<file path="config.mk">
export PLATFORM = sky130hd
export DESIGN_NAME = result_bus_arbiter
export DESIGN_NICKNAME = d
export VERILOG_FILES = /design/src/rtl/ppc_types.sv /design/src/rtl/result_bus_arbiter_rr_arbiter.sv /design/src/rtl/result_bus_arbiter.sv
export SDC_FILE = /design/constraint.sdc
export NUM_CORES = 1
export LEC_CHECK = 0
export CAP_MARGIN = 20
export CELL_PAD_IN_SITES_DETAIL_PLACEMENT = 1
export CELL_PAD_IN_SITES_GLOBAL_PLACEMENT = 2
export CORE_MARGIN = 5
export CORE_UTILIZATION = 21
export CTS_CLUSTER_DIAMETER = 100
export DETAILED_ROUTE_END_ITERATION = 6
export GPL_TIMING_DRIVEN = 0
export PLACE_DENSITY = 0.91
export SYNTH_ARGS = -nofsm -noshare
export SYNTH_HDL_FRONTEND = slang
export SYNTH_HIERARCHICAL = 1
export SYNTH_SLANG_ARGS = --single-unit
export TNS_END_PERCENT = 1
</file>
<file path="constraint.sdc">
create_clock -name clk -period 2.75 [get_ports clk]
set_input_delay 0.55 -clock clk [delete_from_list [all_inputs] [get_ports clk]]
set_output_delay 0.55 -clock clk [all_outputs]
set_load 0.1 [all_outputs]
</file>
<file path="src/rtl/ppc_types.sv">
// ppc_types: shared PowerPC pipeline types (condition/exception flags, CDB payload)
package ppc_types;
  localparam int RS_ID_WIDTH = 5;
  typedef struct packed {
    logic [3:0] cr0;
    logic       so;
    logic       ov;
    logic       ca;
  } cond_exception_t;
  typedef struct packed {
    logic [RS_ID_WIDTH-1:0] rs_id;
    logic [4:0]             reg_addr;
    logic [31:0]            result;
    cond_exception_t        cr0_xer;
  } cdb_t;
endpackage

</file>
<file path="src/rtl/result_bus_arbiter_rr_arbiter.sv">
// rr_arbiter: one-hot grant over req; round-robin when RESULT_BUS_ROUND_ROBIN_EN is defined, else fixed lowest-index priority
//   clk, rst (async active-low), req[PORTS], advance (a granted request is actually taken), grant[PORTS] one-hot
module rr_arbiter #(
  parameter int PORTS = 4
) (
  input  logic             clk,
  input  logic             rst,
  input  logic [PORTS-1:0] req,
  input  logic             advance,
  output logic [PORTS-1:0] grant
);
`ifdef RESULT_BUS_ROUND_ROBIN_EN
  localparam int PW = $clog2(PORTS);
  logic [PW-1:0] ptr, gidx;
  // Walk from lowest to highest priority so the last hit is the winner.
  always_comb begin
    int idx;
    idx = 0;
    grant = '0;
    gidx = ptr;
    for (int k = PORTS; k >= 1; k--) begin
      idx = (int'(ptr) + k) % PORTS;
      if (req[idx]) begin
        grant = '0;
        grant[idx] = 1'b1;
        gidx = PW'(idx);
      end
    end
  end
  // Pointer moves only when the grant turns into a transfer.
  always_ff @(posedge clk or negedge rst)
    if (!rst) ptr <= PW'(PORTS - 1);
    else if (advance && |grant) ptr <= gidx;
`else
  logic unused;
  assign unused = ^{clk, rst, advance};
  assign grant = req & (~req + PORTS'(1));
`endif
endmodule

</file>
<file path="src/rtl/result_bus_arbiter.sv">
// result_bus_arbiter: serialises execution-unit results onto the common data bus through one registered stage
//   clk, rst (async active-low); unit_valid/unit_ready/unit_rs_id/unit_reg_addr/unit_result/unit_cr0_xer: flat per-unit result ports;
//   cdb_valid/cdb_ready/cdb_rs_id/cdb_reg_addr/cdb_result/cdb_cr0_xer/cdb_port: broadcast output.
//   Define RESULT_BUS_ROUND_ROBIN_EN for round-robin arbitration; default is fixed priority (port 0 highest).
module result_bus_arbiter
  import ppc_types::*;
#(
  parameter int PORTS       = 4,
  parameter int RS_ID_WIDTH = ppc_types::RS_ID_WIDTH
) (
  input  logic                       clk,
  input  logic                       rst,
  input  logic [PORTS-1:0]           unit_valid,
  output logic [PORTS-1:0]           unit_ready,
  input  logic [PORTS*RS_ID_WIDTH-1:0] unit_rs_id,
  input  logic [PORTS*5-1:0]         unit_reg_addr,
  input  logic [PORTS*32-1:0]        unit_result,
  input  logic [PORTS*$bits(cond_exception_t)-1:0] unit_cr0_xer,
  output logic                       cdb_valid,
  input  logic                       cdb_ready,
  output logic [RS_ID_WIDTH-1:0]     cdb_rs_id,
  output logic [4:0]                 cdb_reg_addr,
  output logic [31:0]                cdb_result,
  output cond_exception_t            cdb_cr0_xer,
  output logic [$clog2(PORTS)-1:0]   cdb_port
);
  localparam int PW = $clog2(PORTS);
  localparam int CW = $bits(cond_exception_t);
  logic [PORTS-1:0] grant;
  logic             free;
  logic [PW-1:0]    gidx;
  cdb_t             sel, cdb_q;
  assign free = !cdb_valid || cdb_ready;
  // Gated by rst so no unit sees an accept while the output register is held in reset.
  assign unit_ready = grant & {PORTS{free & rst}};
  rr_arbiter #(.PORTS(PORTS)) u_arb (
    .clk(clk),
    .rst(rst),
    .req(unit_valid),
    .advance(free),
    .grant(grant)
  );
  always_comb begin
    gidx = '0;
    for (int i = 0; i < PORTS; i++) if (grant[i]) gidx = PW'(i);
    sel = '0;
    sel.rs_id = unit_rs_id[int'(gidx)*RS_ID_WIDTH +: RS_ID_WIDTH];
    sel.reg_addr = unit_reg_addr[int'(gidx)*5 +: 5];
    sel.result = unit_result[int'(gidx)*32 +: 32];
    sel.cr0_xer = unit_cr0_xer[int'(gidx)*CW +: CW];
  end
  always_ff @(posedge clk or negedge rst)
    if (!rst) begin
      cdb_valid <= 1'b0;
      cdb_q <= '0;
      cdb_port <= '0;
    end else if (free) begin
      cdb_valid <= |grant;
      if (|grant) begin
        cdb_q <= sel;
        cdb_port <= gidx;
      end
    end
  assign cdb_rs_id = cdb_q.rs_id;
  assign cdb_reg_addr = cdb_q.reg_addr;
  assign cdb_result = cdb_q.result;
  assign cdb_cr0_xer = cdb_q.cr0_xer;
endmodule
</file>
# Word level (Yosys, flattened, before mapping)
# Index checks and enable logic that the tools add are counted.
# word_totals
ff_bits	52
input_bits	203
output_inout_bits	56
elab_cells	27
# op_classes
add_sub_neg	1
mul	2
shift	4
mux	3
bitwise_logic	4
reduce_logical	4
# ops
cell	count
128-bit by 8-bit variable part select with 32-bit output	1
20-bit by 32-bit variable part select with 5-bit output	1
28-bit by 6-bit variable part select with 7-bit output	1
20-bit by 6-bit variable part select with 5-bit output	1
2-bit by 3-bit multiplier with 5-bit output, second input constant	2
4-bit bitwise AND	2
4-bit by 1-bit adder with 4-bit output, second input constant	1
2-bit two-way mux	2
4-bit inverter	1
4-bit OR reduction	1
2-bit AND reduction	1
1-bit bitwise AND	1
1-bit zero test	1
1-bit logical OR	1
1-bit two-way mux	1

# Depth between registers and ports, before layout
# logic_depth
word_depth	8
mapped_depth	7
mapped_depth_nobuf	4

# Cells and area by module
# Netlist, hierarchy kept.
# by_module_without_submodules
module	instances	cells_per_inst	area_per_inst_um2	seq_area_each_um2
result_bus_arbiter	1	292	3497.1	1301.2
rr_arbiter	1	4	36.3	0.0

# Worst setup path before layout
# No wires, ideal clock.
# synth_path
kind	input to output
from	input unit_valid[1]
to	output unit_ready[3]
t_arrival_ns	2.077
t_required_ns	2.200
setup_slack_ns	0.123
path_stages	4
path_buffers	2
path_cell_list	nor4b_2 -> buf_4 -> clkbuf_1 -> and3_1
# synth_between
elab_chain_len	4
# synth_lines
item	line_no	rtl
from (decl)	result_bus_arbiter.sv:13	input logic [PORTS-1:0] unit_valid,
4-bit inverter	result_bus_arbiter_rr_arbiter.sv:37	assign grant = req & (~req + PORTS'(1));
4-bit by 1-bit adder with 4-bit output	result_bus_arbiter_rr_arbiter.sv:37	
4-bit bitwise AND	result_bus_arbiter_rr_arbiter.sv:37	
4-bit bitwise AND	result_bus_arbiter.sv:35	assign unit_ready = grant & {PORTS{free & rst}};
to (decl)	result_bus_arbiter.sv:14	output logic [PORTS-1:0] unit_ready,
# No other way between the ends.

# Final worst setup path
# layout_path
from	input unit_valid[1]
to	output unit_ready[1]
# layout_between
elab_chain_len	4
# layout_lines
item	line_no	rtl
4-bit inverter	result_bus_arbiter_rr_arbiter.sv:37	
4-bit by 1-bit adder with 4-bit output	result_bus_arbiter_rr_arbiter.sv:37	
4-bit bitwise AND *	result_bus_arbiter_rr_arbiter.sv:37	
via grant[1]	result_bus_arbiter.sv:29	logic [PORTS-1:0] grant;
4-bit bitwise AND *	result_bus_arbiter.sv:35	
# The timed path passes the listed nets; every way through them passes the cells marked *.

==> impl_metrics.yaml <==
routing:
  wirelength_um: 15400
  vias: 3626
  routed_via_density: 4.64
  drtIter0Drc: 239
  wl_per_cell_um: 19.7
  firstDrtPassIters: 6
  drcViolationCount: 0
  postRouteAntennaNets: 0
sta:
  hold_viol: 0
  setup-tns-final_ns: 0
  rsz0062_at_grt: "no"
  slew_viol_final: 0
  tightest_slew_ns: 1.03
  setup_ws_ns: 0.0886
  setup_viol: 0
  fin_crit_sh_pct: 96.8
  fmax_mhz: 376
  fin_skew_ns: 0.00447
  timing.final.crit_period_ns: 2.66
  slew_headroom_pct: 31.4
yosys:
  synth-main-ff-cell: "dfrtp_1"
  ys_seq_area_share_pct: 36.8
  synth_edf_count: 0
  yosys.cell_count.top_type: "inv_1"
  postSynthAreaPerCell_um2: 11.9
  async_reset_ff_share_pct: 100
  syn_inst: 296
  ys_types: 21
  netlist.area_leader.share_pct: 36.8
  synth_area_leaders: "dfrtp_1 37%, mux2_4 20%, mux2i_1 14%"
  synth_top_cell_by_area: "dfrtp_1"
  synth_nets: 499
  synth_commonest_cells: "53 x inv_1, 52 x dfrtp_1, 50 x mux2i_1"
  ys_warn_count: 6
  syn_area_um2: 3530
  ys_ff_latch: 52
critical_path:
  crit_fanout: 10
  cp_slowest_stage_delay_ns: 0.52
  cp.arrival_ns: 2.11
  critPathKind: "input port to primary output"
  critPathCaptureType: "primary output"
  required_ns: 2.20
  cp_common_cell: "buf_6"
  critical_path.slowest_cell: "clkdlybuf4s50_1"
  crit_chain: "clkdlybuf4s50_1 -> nor2b_1 -> buf_6 -> buf_6 -> and3_1 -> buf_4"
  startpoint_type: "input port"
grt:
  grt.overflow.total: 0
  grt_pass1_wl_um: 23300
  grt_pass1_vias: 4229
  use_met3_pct: 5.69
  track_usage_pct: 14.9
  gr-usage-met1_pct: 16.0
  grt_busiest_layer: "met2"
  use_met2_pct: 27.5
  grt_start_max_net_pins: 30
  antenna_found_initial: 0
die:
  fp-row-count: 47
  die_w_um: 140
  start_util_pct: 21.4
  core_um2: 16500
  io-pin-count: 259
  dieArea_um2: 19500
  die_h_um: 140
clocking:
  cts_tree: "yes"
  clock_sinks: 52
  clk-insertion-delay-late_ns: 0.29
  post-cts-setup-buffers: 0
  htreeDepth: 2
  root_buffer: "clkbuf_16"
  numCtsBuffers: 5
  hold_buffers: 0
  clkTransAtPathRegs_ns: 0.06
  cts_buffer_depth: 2
place:
  placed_cells: 775
  place_worst_setup_slack_ns: -1.18
  io_buffers: 258
  routabilityCongestion: 0.865
  dp_hpwl_um: 12500
cells_and_area:
  final-seq-area_um2: 1300
  stdcell_count: 782
  multi_input_area_um2: 1850
  fillers: 1787
  nNetsFinal: 764
  antenna_cells: 0
  synthToLayoutAreaGrowth_pct: 85.5
  drive_gt1_share_pct: 15.7
power_and_ir_drop:
  cellPowerDensity_nw_per_um2: 624
  total_leakage_power_nw: 2.94
  ir_worst_vdd_mv: 0.264
run_status:
  status: "finished, final reports clean"
job:
  cap_viol_max_count: 0
worst_hold_path:
  hp-class: "input port to asynchronous set/reset pin"
## cells in the final DEF, fill, tap and decap left out, types with 2 or more instances in the layout
cell and n:
and3_1 4, nor2b_1 2, clkbuf_16 5, clkdlybuf4s50_1 253, mux2_4 48, inv_1 53
clkbuf_1 7, buf_2 12, buf_6 9, mux2i_1 50, a222oi_1 49, buf_4 5
dfrtp_1 52
## sequential cells by signal, indices dropped and copies added (netlist names)
signal,count
cdb_reg_addr,5
cdb_cr0_xer,7
cdb_valid,1
cdb_port,2
cdb_result,32
cdb_rs_id,5
## per-layer routing
layer,share of wire (%),up-vias
met3,8.9,19
met1,38,1763
met4,1.8,0
met5,0,-
li1,-,1653
met2,51,191
## through the flow
stage	hold WS, ns	utilization [%]	area, um2	total power [mW]
after floorplan	0.254	-	3530	2.66
after global placement	0.501	38.7	6390	3.43
after detailed placement	0.513	38.8	6410	3.48
after CTS	0.184	39.7	6550	4.16
after global routing	0.202	39.7	6560	4.28
final	0.186	39.7	6560	4.09
## what timing repair did
item,in CTS,in global routing
resized for setup,21,3
hold endpoints to repair,0,0
setup endpoints to repair,4,2
## where the power goes
| group | internal [mW] | switching [mW] | leakage (nW) |
|---|---|---|---|
| clock network | 0.364 | 0.284 | 0.0712 |
| registers | 0.929 | 0.0903 | 0.615 |
| logic | 0.774 | 1.65 | 2.25 |
| total | 2.07 | 2.02 | 2.94 |
## logic make-up after synthesis
kind of cell,count (synthesis),synth area share [%]
flip-flops,52,36.8
multiplexers,99,34.9
AO/OA/AOI/OAI,52,14.7
AND/OR/NAND/NOR,12,2.73
buffers and inverters,81,10.9
## critical path: cells and delay by family
kind	cells	cell delay [ns]
buf+inv	4	1.20
simple gates	2	0.35
## cell type report
cell class                 instances  share of cell area, %
multi-input combinational        163                   28.2
tap                              220                   4.20
timing repair buffer             259                   39.6
clock buffer                       8                   2.23
sequential                        52                   19.9
buffer                            27                   2.84
inverter                          53                   3.03
## final timing paths
check / cells past startpoint / to / slack [ns] / from
max: 6 / unit_ready[1] / 0.09 / unit_valid[1]
min: 1 / cdb_result[1]$_DFFE_PN0P_ / 0.19 / rst
max reg2reg: 4 / cdb_result[20]$_DFFE_PN0P_ / 1.23 / cdb_valid$_DFFE_PN0P_
min reg2reg: 2 / cdb_rs_id[0]$_DFFE_PN0P_ / 0.52 / cdb_rs_id[0]$_DFFE_PN0P_
max in group asynchronous: 2 / cdb_result[19]$_DFFE_PN0P_ / 2.08 / rst
min in group clk: 2 / cdb_rs_id[0]$_DFFE_PN0P_ / 0.52 / cdb_rs_id[0]$_DFFE_PN0P_
(Power assumes the default switching activity.)
